<file path="config.mk">
export PLATFORM = sky130hd
export DESIGN_NAME = wave_channel
export DESIGN_NICKNAME = d
export VERILOG_FILES = /design/src/rtl/wave_channel.sv
export SDC_FILE = /design/constraint.sdc
export NUM_CORES = 1
export LEC_CHECK = 0
export ABC_AREA = 0
export BUFFER_PORTS_ARGS = -buffer_cell sky130_fd_sc_hd__buf_2
export CORE_UTILIZATION = 53
export DETAILED_ROUTE_END_ITERATION = 16
export GPL_TIMING_DRIVEN = 0
export MAX_ROUTING_LAYER = met4
export PLACE_DENSITY = 0.73
export SYNTH_ARGS = -nofsm -noshare
export SYNTH_HDL_FRONTEND = slang
export SYNTH_SLANG_ARGS = --single-unit
</file>
<file path="constraint.sdc">
create_clock -name clk -period 1.94 [get_ports clk]
set_input_delay 0.291 -clock clk [delete_from_list [all_inputs] [get_ports clk]]
set_output_delay 0.291 -clock clk [all_outputs]
set_load 0.03 [all_outputs]
</file>
<file path="src/rtl/wave_channel.sv">
// wave_channel: sequenced waveform channel with period timer, linear and length gating
// Ports: clk/rst_l (async active-low); cpu/quarter/half_clk_en rate enables;
//        addr/data_in/we register writes at BASE_ADDR..BASE_ADDR+3; disable_l silences and clears length;
//        length_non_zero and out (OUT_WIDTH-bit sample) outputs.
// Option: WAVE_CHANNEL_ULTRASONIC_MUTE_EN freezes the phase while period < 2.
module wave_channel #(
  parameter logic [15:0] BASE_ADDR   = 16'h4008,
  parameter int          OUT_WIDTH   = 4,
  parameter int          TIMER_WIDTH = 11
) (
  input  logic                 clk,
  input  logic                 rst_l,
  input  logic                 cpu_clk_en,
  input  logic                 quarter_clk_en,
  input  logic                 half_clk_en,
  input  logic [15:0]          addr,
  input  logic [7:0]           data_in,
  input  logic                 we,
  input  logic                 disable_l,
  output logic                 length_non_zero,
  output logic [OUT_WIDTH-1:0] out
);
  localparam logic [7:0] LEN_LUT [32] = '{
    8'd10, 8'd254, 8'd20, 8'd2, 8'd40, 8'd4, 8'd80, 8'd6,
    8'd160, 8'd8, 8'd60, 8'd10, 8'd14, 8'd12, 8'd26, 8'd14,
    8'd12, 8'd16, 8'd24, 8'd18, 8'd48, 8'd20, 8'd96, 8'd22,
    8'd192, 8'd24, 8'd72, 8'd26, 8'd16, 8'd28, 8'd32, 8'd30};
  logic                   r_control;
  logic [6:0]             r_reload_val;
  logic [1:0]             r_mode;
  logic [TIMER_WIDTH-1:0] r_period;
  logic [TIMER_WIDTH-1:0] r_timer;
  logic                   r_reload_flag;
  logic [6:0]             r_linear;
  logic [7:0]             r_length;
  logic [OUT_WIDTH:0]     r_phase;
  logic                   w_wr0, w_wr1, w_wr2, w_wr3;
  logic                   w_tick, w_mute, w_adv;
  logic [OUT_WIDTH-1:0]   w_lo, w_hi;
  assign w_wr0  = we && cpu_clk_en && addr == BASE_ADDR;
  assign w_wr1  = we && cpu_clk_en && addr == BASE_ADDR + 16'd1;
  assign w_wr2  = we && cpu_clk_en && addr == BASE_ADDR + 16'd2;
  assign w_wr3  = we && cpu_clk_en && addr == BASE_ADDR + 16'd3;
  assign w_tick = cpu_clk_en && r_timer == '0;
`ifdef WAVE_CHANNEL_ULTRASONIC_MUTE_EN
  assign w_mute = r_period < TIMER_WIDTH'(2);
`else
  assign w_mute = 1'b0;
`endif
  assign w_adv  = w_tick && r_linear != '0 && r_length != '0 && !w_mute;
  always_ff @(posedge clk or negedge rst_l) begin
    if (!rst_l) begin
      r_control     <= 1'b0;
      r_reload_val  <= '0;
      r_mode        <= '0;
      r_period      <= '0;
      r_timer       <= '0;
      r_reload_flag <= 1'b0;
      r_linear      <= '0;
      r_length      <= '0;
      r_phase       <= '0;
    end else begin
      if (w_wr0) begin
        r_control    <= data_in[7];
        r_reload_val <= data_in[6:0];
      end
      if (w_wr1) r_mode <= data_in[1:0];
      if (w_wr2) r_period[7:0] <= data_in;
      // upper period bits come from the low bits of data_in; the rest of the byte is the length index
      if (w_wr3) r_period <= TIMER_WIDTH'({data_in, r_period[7:0]});
      if (cpu_clk_en) r_timer <= w_tick ? r_period : r_timer - TIMER_WIDTH'(1);
      if (quarter_clk_en) begin
        r_linear <= r_reload_flag ? r_reload_val : r_linear != '0 ? r_linear - 7'd1 : r_linear;
        if (!r_control) r_reload_flag <= 1'b0;
      end
      // placed after the quarter update so a same-cycle Reg3 write keeps the flag set
      if (w_wr3) r_reload_flag <= 1'b1;
      r_length <= !disable_l ? '0 :
                  w_wr3 ? LEN_LUT[data_in[7:3]] :
                  (half_clk_en && !r_control && r_length != '0) ? r_length - 8'd1 : r_length;
      if (w_adv) r_phase <= r_phase + 1'b1;
    end
  end
  assign w_lo = r_phase[OUT_WIDTH-1:0];
  assign w_hi = r_phase[OUT_WIDTH:1];
  always_comb begin
    out = r_mode == 2'd0 ? (r_phase[OUT_WIDTH] ? w_lo : ~w_lo) :
          r_mode == 2'd1 ? w_hi :
          r_mode == 2'd2 ? ~w_hi : {OUT_WIDTH{~r_phase[OUT_WIDTH]}};
  end
  assign length_non_zero = r_length != '0;
endmodule

</file>
Yosys cells after proc, flatten, opt, wreduce, memory -nomap -nowiden --
Memory sizes are Yosys's and may differ from the RTL's. Cells that the tools add are included.
Word-level totals: flip-flop bits (word level) 53, memory bits (read-only) 256, input bits 31, output and inout bits 5, word-level logic and storage cells 64, memories 1
Operators by class: $add $sub $neg 4, $lt $le $gt $ge 1, eq/ne operators 8, mux-type cells 15, bitwise gates (word level) 5, reductions and logical operators 20
Memory list:
- (no name shown) | depth 32, bits a word 8, read ports 1, clocked after memory_dff 0, write ports 0, RTL line 79 | w_wr3 ? LEN_LUT[data_in[7:3]] :
Operator list (count):
- 16-bit by 15-bit == test with 1-bit output, second input constant | 4
- 8-bit 2-to-1 mux | 5
- 4-bit 2-to-1 mux | 4
- 7-bit 2-to-1 mux | 2
- 11-bit zero test | 1
- 11-bit 2-to-1 mux | 1
- 11-bit by 1-bit subtractor with 11-bit output, second input constant | 1
- 1-bit logical AND | 10
- 4-bit NOT | 2
- 8-bit nonzero test | 1
- 8-bit by 1-bit subtractor with 8-bit output, second input constant | 1
- 7-bit nonzero test | 1
- 7-bit by 1-bit subtractor with 7-bit output, second input constant | 1
- 6-bit greater-or-equal comparator, second input constant | 1
- 5-bit NOT with 6-bit output | 1
- 2-bit AND reduction | 3
- 5-bit by 1-bit adder with 5-bit output, second input constant | 1
- 2-bit nonzero test | 2
- 1-bit 2-to-1 mux | 3
- 3-bit by 1-bit != test with 1-bit output, second input constant | 1
- 2-bit by 1-bit == test with 1-bit output, second input constant | 1
- 2-bit == test, second input constant | 1
- 2-bit zero test | 1
- 2-bit by 1-bit != test with 1-bit output, second input constant | 1
- other kinds (2) | 3

Depth between registers and ports, before layout --
Gate-level depths: netlist of the first run.
depth after elaboration 6, gate-level depth with buffers 9, mapped depth without buffers 7

Worst setup path after synthesis of the first run --
OpenSTA, ideal clock, no wires.
path kind input -> register, from input addr[10], to register r_reload_val[0], library setup time 125 ps, arrival 2031 ps, data required time 1815 ps, setup slack -216 ps, stages on the path 4, path buffers 0, cell sequence or4_1 > or4_4 > nor3_4 > mux2_2
On the way: longest elaborated chain between the ends 2
RTL lines:
- start: declaration | RTL line 16 | input logic [15:0] addr,
- 16-bit by 15-bit == test with 1-bit output | RTL line 40 | assign w_wr0 = we && cpu_clk_en && addr == BASE_ADDR;
- 1-bit logical AND | RTL line 40
- end signal: assignment | RTL line 65 | r_reload_val <= data_in[6:0];
- end: declaration | RTL line 29 | logic [6:0] r_reload_val;
No other way between the ends. A chain may end at the register's enable or synchronous reset.

Final worst setup path of the first run --
from input addr[11], to register r_control
On the way: longest elaborated chain between the ends 2
RTL lines:
- 16-bit by 15-bit == test with 1-bit output | RTL line 40
- 1-bit logical AND | RTL line 40
- end signal: assignment | RTL line 64 | r_control <= data_in[7];
- end: declaration | RTL line 28 | logic r_control;
No other way between the ends.

==> results of run 1 <==
[synth_stat cells (all sizes together) (10+ instances only)]
cell / count / area [sq um]
nand2: 30 / 113
dfrtp: 53 / 1330
clkbuf: 17 / 63.8
inv: 15 / 56.3
mux2i: 13 / 130
a21oi: 28 / 140
nor3: 10 / 61.3
nand3: 12 / 65.1
mux2: 21 / 236
nor2: 26 / 100
ha: 13 / 163
o21ai: 26 / 130
[sequential cells by signal, indices dropped and copies added (netlist names)]
| name | cells |
|---|---|
| r_phase | 5 |
| r_linear | 7 |
| r_control | 1 |
| r_period | 11 |
| r_reload_val | 7 |
| r_length | 8 |
| r_timer | 11 |
| r_mode | 2 |
| r_reload_flag | 1 |
[logic make-up (layout without fill, tap and decap cells)]
| group | count (synthesis) | in the layout |
|---|---|---|
| mux | 34 | 34 |
| flops | 53 | 53 |
| buf+inv | 33 | 85 |
| xor+xnor | 12 | 12 |
| compound gates | 84 | 84 |
| simple gates | 122 | 122 |
| fa+ha+maj | 13 | 13 |
[power by group through the flow]
stage          sequential (W)  combinational, W  clock, W
2_1_floorplan         0.00155           0.00112         0
3_3_place_gp          0.00160           0.00138         0
3_5_place_dp          0.00161           0.00143         0
4_1_cts               0.00161           0.00149  0.000668
5_1_grt               0.00167           0.00185  0.000718
6_report              0.00164           0.00165  0.000651
[per-layer routing]
layer | vias to the layer above | track usage | wire length [microns]
met5 | - | - | 0
met4 | 0 | 0.0679 | 89
met3 | 11 | 0.0352 | 178
met2 | 40 | 0.370 | 3330
met1 | 1349 | 0.316 | 3450
li1 | 1370 | - | -
[cell type report]
| type | instances | area [sq um] | share of cell area |
|---|---|---|---|
| repair buffers | 48 | 297 | 0.0762 |
| multi-input cells | 265 | 1950 | 0.501 |
| flip-flops and latches | 53 | 1330 | 0.341 |
| well taps | 75 | 93.8 | 0.0241 |
| clock buffers | 5 | 68.8 | 0.0177 |
| inverters | 15 | 56.3 | 0.0145 |
| clock inverters | 3 | 25.0 | 0.00643 |
| plain buffers | 14 | 72.6 | 0.0187 |
[what timing repair did]
item | CTS | global route
gates resized for setup | 22 | 19
setup endpoints to repair | 38 | 37
setup buffers | 4 | 10
cloned | 0 | 0
pin swaps | 4 | 3
[worst max path at each step]
| stage | startpoint | to | slack [ns] |
|---|---|---|---|
| finish | addr[11] | r_control | 0.05 |
| detailed placement | addr[10] | r_length[5] | -0.47 |
| CTS | r_length[4] | length_non_zero | 0.0009 |
| global placement | addr[10] | r_reload_val[3] | -0.41 |
| global route | r_length[1] | r_length[4] | -0.02 |
| floorplan | addr[10] | r_reload_val[0] | -0.21 |
[through the flow]
stage          instances  setup slack, ns
3_3_place_gp         460           -0.408
2_1_floorplan        351           -0.213
6_report             478           0.0495
4_1_cts              472         0.000925
5_1_grt              478          -0.0218
3_5_place_dp         460           -0.472
==> flow_summary.json, run 1 <==
{
  "outcome": "completed",
  "pwr-share-comb": 0.418,
  "htree_levels": 2,
  "clk_transition_reported_paths_ns": 0.10,
  "dp_hpwl_microns": 4860,
  "cp_top_family": "simple AND/OR/NAND/NOR gates",
  "p_sw_frac": 0.392,
  "end_kind": "register",
  "drtIter0Drc": 182,
  "final_cell_mix": "53 x dfrtp_1, 32 x buf_2, 29 x nand2_1",
  "crit_fanout": 8,
  "wirelength_microns": 7040,
  "core_sq_um": 5920,
  "path_class": "input port to register",
  "synth-edff-count": 0,
  "initial_core_util": 0.552,
  "rows": 28,
  "fmax_mhz": 529,
  "crit_path_max_incr_delay_ns": 0.57,
  "grt_antenna_before_repair": 0,
  "crit_slowest_cell": "or4_4",
  "yosys_warnings": 0,
  "detail_route.wl_per_cell_microns": 14.7,
  "crit_cells": 6,
  "die_h_microns": 80.5,
  "layout_worst_path_cycle_share": 0.974,
  "vdd_drop_max_mv": 0.761,
  "synth-seq-area-share": 0.406,
  "cts_root_buf": "clkbuf_8",
  "grt_max_degree": 54,
  "grt_pass1_vias": 2496,
  "yosys.area_share.xor_xnor": 0.0322,
  "max_cap_violations": 0,
  "synth_simple_gate_area_frac": 0.208,
  "final_nets": 446,
  "setup_tns_ns": 0,
  "final_area_sq_um": 3890,
  "worst_slew_pin_slew_ns": 1.13,
  "syn_to_final_growth_pct": 19.1,
  "async_flop_share": 1.00,
  "postLayoutCoreUtil": 0.657,
  "grt_pass1_wl_microns": 11500,
  "powerDensity_nw_per_um2": 1010,
  "synth.area.mux_share": 0.112,
  "ant_nets": 0,
  "max_slew_margin": 0.244,
  "gp_congestion": 0.898,
  "drc_errors": 0,
  "critPathBufInv": 2,
  "p_int_w": 0.00240,
  "drtPass1Iterations": 4,
  "power.switching_w": 0.00155,
  "cts.sinks": 53,
  "diodes": 0,
  "die_w_microns": 80.5,
  "cts_buffer_depth": 2,
  "synth_area_sq_um": 3270,
  "drive_above_1_share": 0.261,
  "cts_tree": "done",
  "power.share.clock": 0.165,
  "p_leak_nw": 1.81,
  "numCtsBuffers": 5,
  "mappedNetlistNets": 395,
  "hold_class": "input port to async pin",
  "insertion_delay_ns": 0.32,
  "drv_slew": 0,
  "portBuffers": 34,
  "hold_viol_final": 0,
  "crit_top_cell": "or4_4",
  "ys_ff_latch": 53,
  "fill_cells": 477,
  "skew_ns": 0.0127,
  "synth-compound-area-share": 0.154,
  "r2r-end": "r_phase[1]",
  "crit_chain": "buf_6, or4_4, or4_4, nor3_4, buf_12, mux2_4",
  "gr-total-overflow": 0,
  "synthFlopType": "dfrtp_1",
  "hold_buffers": 0,
  "via_per_inst": 5.79,
  "num_io_pins": 36,
  "grt_usage": 0.236,
  "reg2reg_slack_ns": 0.10,
  "finalPower_w": 0.00394,
  "synth_top_family_by_area": "simple AND/OR/NAND/NOR gates",
  "critPathArrivalTime_ns": 2.09,
  "r2r_start": "r_timer[0]",
  "holdWs_ns": 0.191,
  "final_common_cell": "dfrtp_1",
  "start_kind": "input port",
  "die_area_sq_um": 6480,
  "synthCells": 351,
  "synthAdderAreaFrac": 0.0498,
  "r2r_cells": 7,
  "placed_area_sq_um": 3560,
  "setup_violations": 0,
  "seq_power_share": 0.417,
  "avgSynthCellArea_sq_um": 9.31,
  "num_vias": 2770,
  "crit_required_ns": 2.14,
  "ys_types": 49,
  "fin_crit_ns": 1.89
}
(Power assumes the default switching activity.)
==> run 2: changes to the inputs <==
--- a/config.mk
+++ b/config.mk
@@ -7,11 +7,11 @@
 export LEC_CHECK = 0
 export ABC_AREA = 0
 export BUFFER_PORTS_ARGS = -buffer_cell sky130_fd_sc_hd__buf_2
-export CORE_UTILIZATION = 53
+export CORE_UTILIZATION = 54
 export DETAILED_ROUTE_END_ITERATION = 16
 export GPL_TIMING_DRIVEN = 0
 export MAX_ROUTING_LAYER = met4
-export PLACE_DENSITY = 0.73
+export PLACE_DENSITY = 0.71
 export SYNTH_ARGS = -nofsm -noshare
 export SYNTH_HDL_FRONTEND = slang
 export SYNTH_SLANG_ARGS = --single-unit
==> constraint.sdc (replaced) <==
create_clock -name clk -period 1.9 [get_ports clk]
set_input_delay 0.285 -clock clk [delete_from_list [all_inputs] [get_ports clk]]
set_output_delay 0.285 -clock clk [all_outputs]
set_load 0.03 [all_outputs]
==> run 2 against run 1 <==
- the run now ends with setup timing left
- power up 2.9%
- clock-buffer cell count increased by 1
- sequential power is essentially flat
- critical path depth unchanged
- non-clock buffer count rose by 1
- critical path type unchanged
- final area is 0.42% lower
- cell count fell by 0.42%
- combinational power is 7% higher
==> flow_summary.json, run 2 (synthesis results as in run 1) <==
{
  "final_common_cell": "dfrtp_1",
  "final_nets": 447,
  "cts_buffer_depth": 2,
  "fill_cells": 456,
  "holdWs_ns": 0.200,
  "diodes": 0,
  "end_kind": "register",
  "crit_fanout": 8,
  "grt_antenna_before_repair": 0,
  "wirelength_microns": 7310,
  "die_h_microns": 79.8,
  "critPathArrivalTime_ns": 2.13,
  "portBuffers": 34,
  "timing.final.ws_setup_ns": -0.0375,
  "num_io_pins": 36,
  "core_sq_um": 5680,
  "powerDensity_nw_per_um2": 1050,
  "drtIter0Drc": 122,
  "skew_ns": 0.0105,
  "crit_required_ns": 2.09,
  "initial_core_util": 0.576,
  "path_class": "input port to register",
  "num_vias": 2735,
  "insertion_delay_ns": 0.31,
  "p_sw_frac": 0.386,
  "fmax_mhz": 516,
  "grt_usage": 0.246,
  "fin_crit_ns": 1.94,
  "via_per_inst": 5.75,
  "grt_max_degree": 54,
  "p_leak_nw": 1.82,
  "power.share.clock": 0.155,
  "worst_slew_pin_slew_ns": 1.13,
  "max_slew_margin": 0.246,
  "max_cap_violations": 0,
  "die_w_microns": 79.8,
  "drc_errors": 0,
  "power.switching_w": 0.00157,
  "syn_to_final_growth_pct": 18.6,
  "violations": "setup timing",
  "numCtsBuffers": 5,
  "reg_top3": "r_period (11), r_timer (11), r_length (8)",
  "hold_class": "input port to async pin",
  "outcome": "complete, but fails checks",
  "drive_above_1_share": 0.255,
  "drtPass1Iterations": 4,
  "finalPower_w": 0.00406,
  "ant_nets": 0,
  "cts_root_buf": "clkbuf_8",
  "detail_route.wl_per_cell_microns": 15.4,
  "die_area_sq_um": 6360,
  "r2r_start": "r_length[0]",
  "gr-total-overflow": 0,
  "cts_tree": "done",
  "grt_pass1_wl_microns": 12000,
  "clk_transition_reported_paths_ns": 0.09,
  "drv_slew": 0,
  "rsz0062_at_grt": "yes",
  "cts.sinks": 53,
  "pwr-share-comb": 0.434,
  "final_cell_mix": "53 x dfrtp_1, 33 x buf_2, 29 x nand2_1",
  "hold_buffers": 0,
  "htree_levels": 2,
  "setup_violations": 8,
  "rows": 27,
  "gp_congestion": 0.889,
  "grt_pass1_vias": 2633,
  "vdd_drop_max_mv": 1.10,
  "seq_power_share": 0.411,
  "critical_path.startpoint": "addr[11]",
  "start_kind": "input port",
  "dp_hpwl_microns": 5100,
  "layout_worst_path_cycle_share": 1.02,
  "hold_viol_final": 0,
  "p_int_w": 0.00249
}
run 2: cell count changes in the layout (fill, tap and decap cells not counted), sizes merged:
cell / previous run / this run
clkbuf: 18 / 20
clkinvlp: 1 / 0
run 2: final cells by class:
class | count | area, sq um | area share
buffer | 14 | 72.6 | 0.0187
clock buffer | 6 | 72.6 | 0.0187
clock inverter | 2 | 13.8 | 0.00355
inverter | 15 | 56.3 | 0.0145
multi-input combinational | 265 | 1940 | 0.501
sequential | 53 | 1330 | 0.342
tap | 72 | 90.1 | 0.0233
timing repair buffer | 49 | 302 | 0.0778
run 2: path summary, 6_finish.rpt:
kind	endpoint	slack, ns	depth (start not counted)
worst min-delay path	r_length[7]	0.20	1
worst max register to register	r_length[4]	0.06	7
max in group asynchronous	r_reload_val[4]	1.01	1
worst min register to register	r_timer[9]	0.51	1
min in group clk	r_mode[1]	0.26	3
worst max-delay path	r_reload_val[3]	-0.04	6
run 2: routing by layer:
metal / global-route usage / wire length [microns]
met1: 0.332 / 3460
met2: 0.396 / 3530
met3: 0.0354 / 207
met4: 0.0500 / 116
met5: - / 0
run 2: metrics by stage:
| stage | instance area [sq um] | TNS (ns) | instances | setup slack (ns) | util |
|---|---|---|---|---|---|
| floorplan | 3290 | -3.21 | 351 | -0.247 | - |
| global placement | 3550 | -13.42 | 457 | -0.442 | 0.626 |
| detailed placement | 3550 | -14.60 | 457 | -0.477 | 0.626 |
| CTS | 3770 | -0.352 | 472 | -0.0599 | 0.665 |
| global route | 3870 | -0.564 | 476 | -0.0710 | 0.683 |
| finish | 3870 | -0.215 | 476 | -0.0375 | 0.683 |
run 2: power by group through the flow:
stage                     clock [W]  combinational (W)  sequential, W
after floorplan                   0            0.00114        0.00158
after global placement            0            0.00141        0.00164
after detailed placement          0            0.00145        0.00165
after CTS                  0.000639            0.00159        0.00164
after global routing       0.000678            0.00195        0.00171
final                      0.000630            0.00176        0.00167
run 2: repair_timing:
item | CTS | global route
gates resized for setup | 19 | 23
setup endpoints to repair | 42 | 43
pin swaps | 4 | 4
hold endpoints to repair | 0 | 0
setup buffers | 7 | 8
run 2: worst max-delay path, stage by stage:
cell    delay (ns)
buf_6         0.09
or4_4         0.52
or4_4         0.57
nor3_4        0.19
buf_12        0.17
mux2_4        0.30
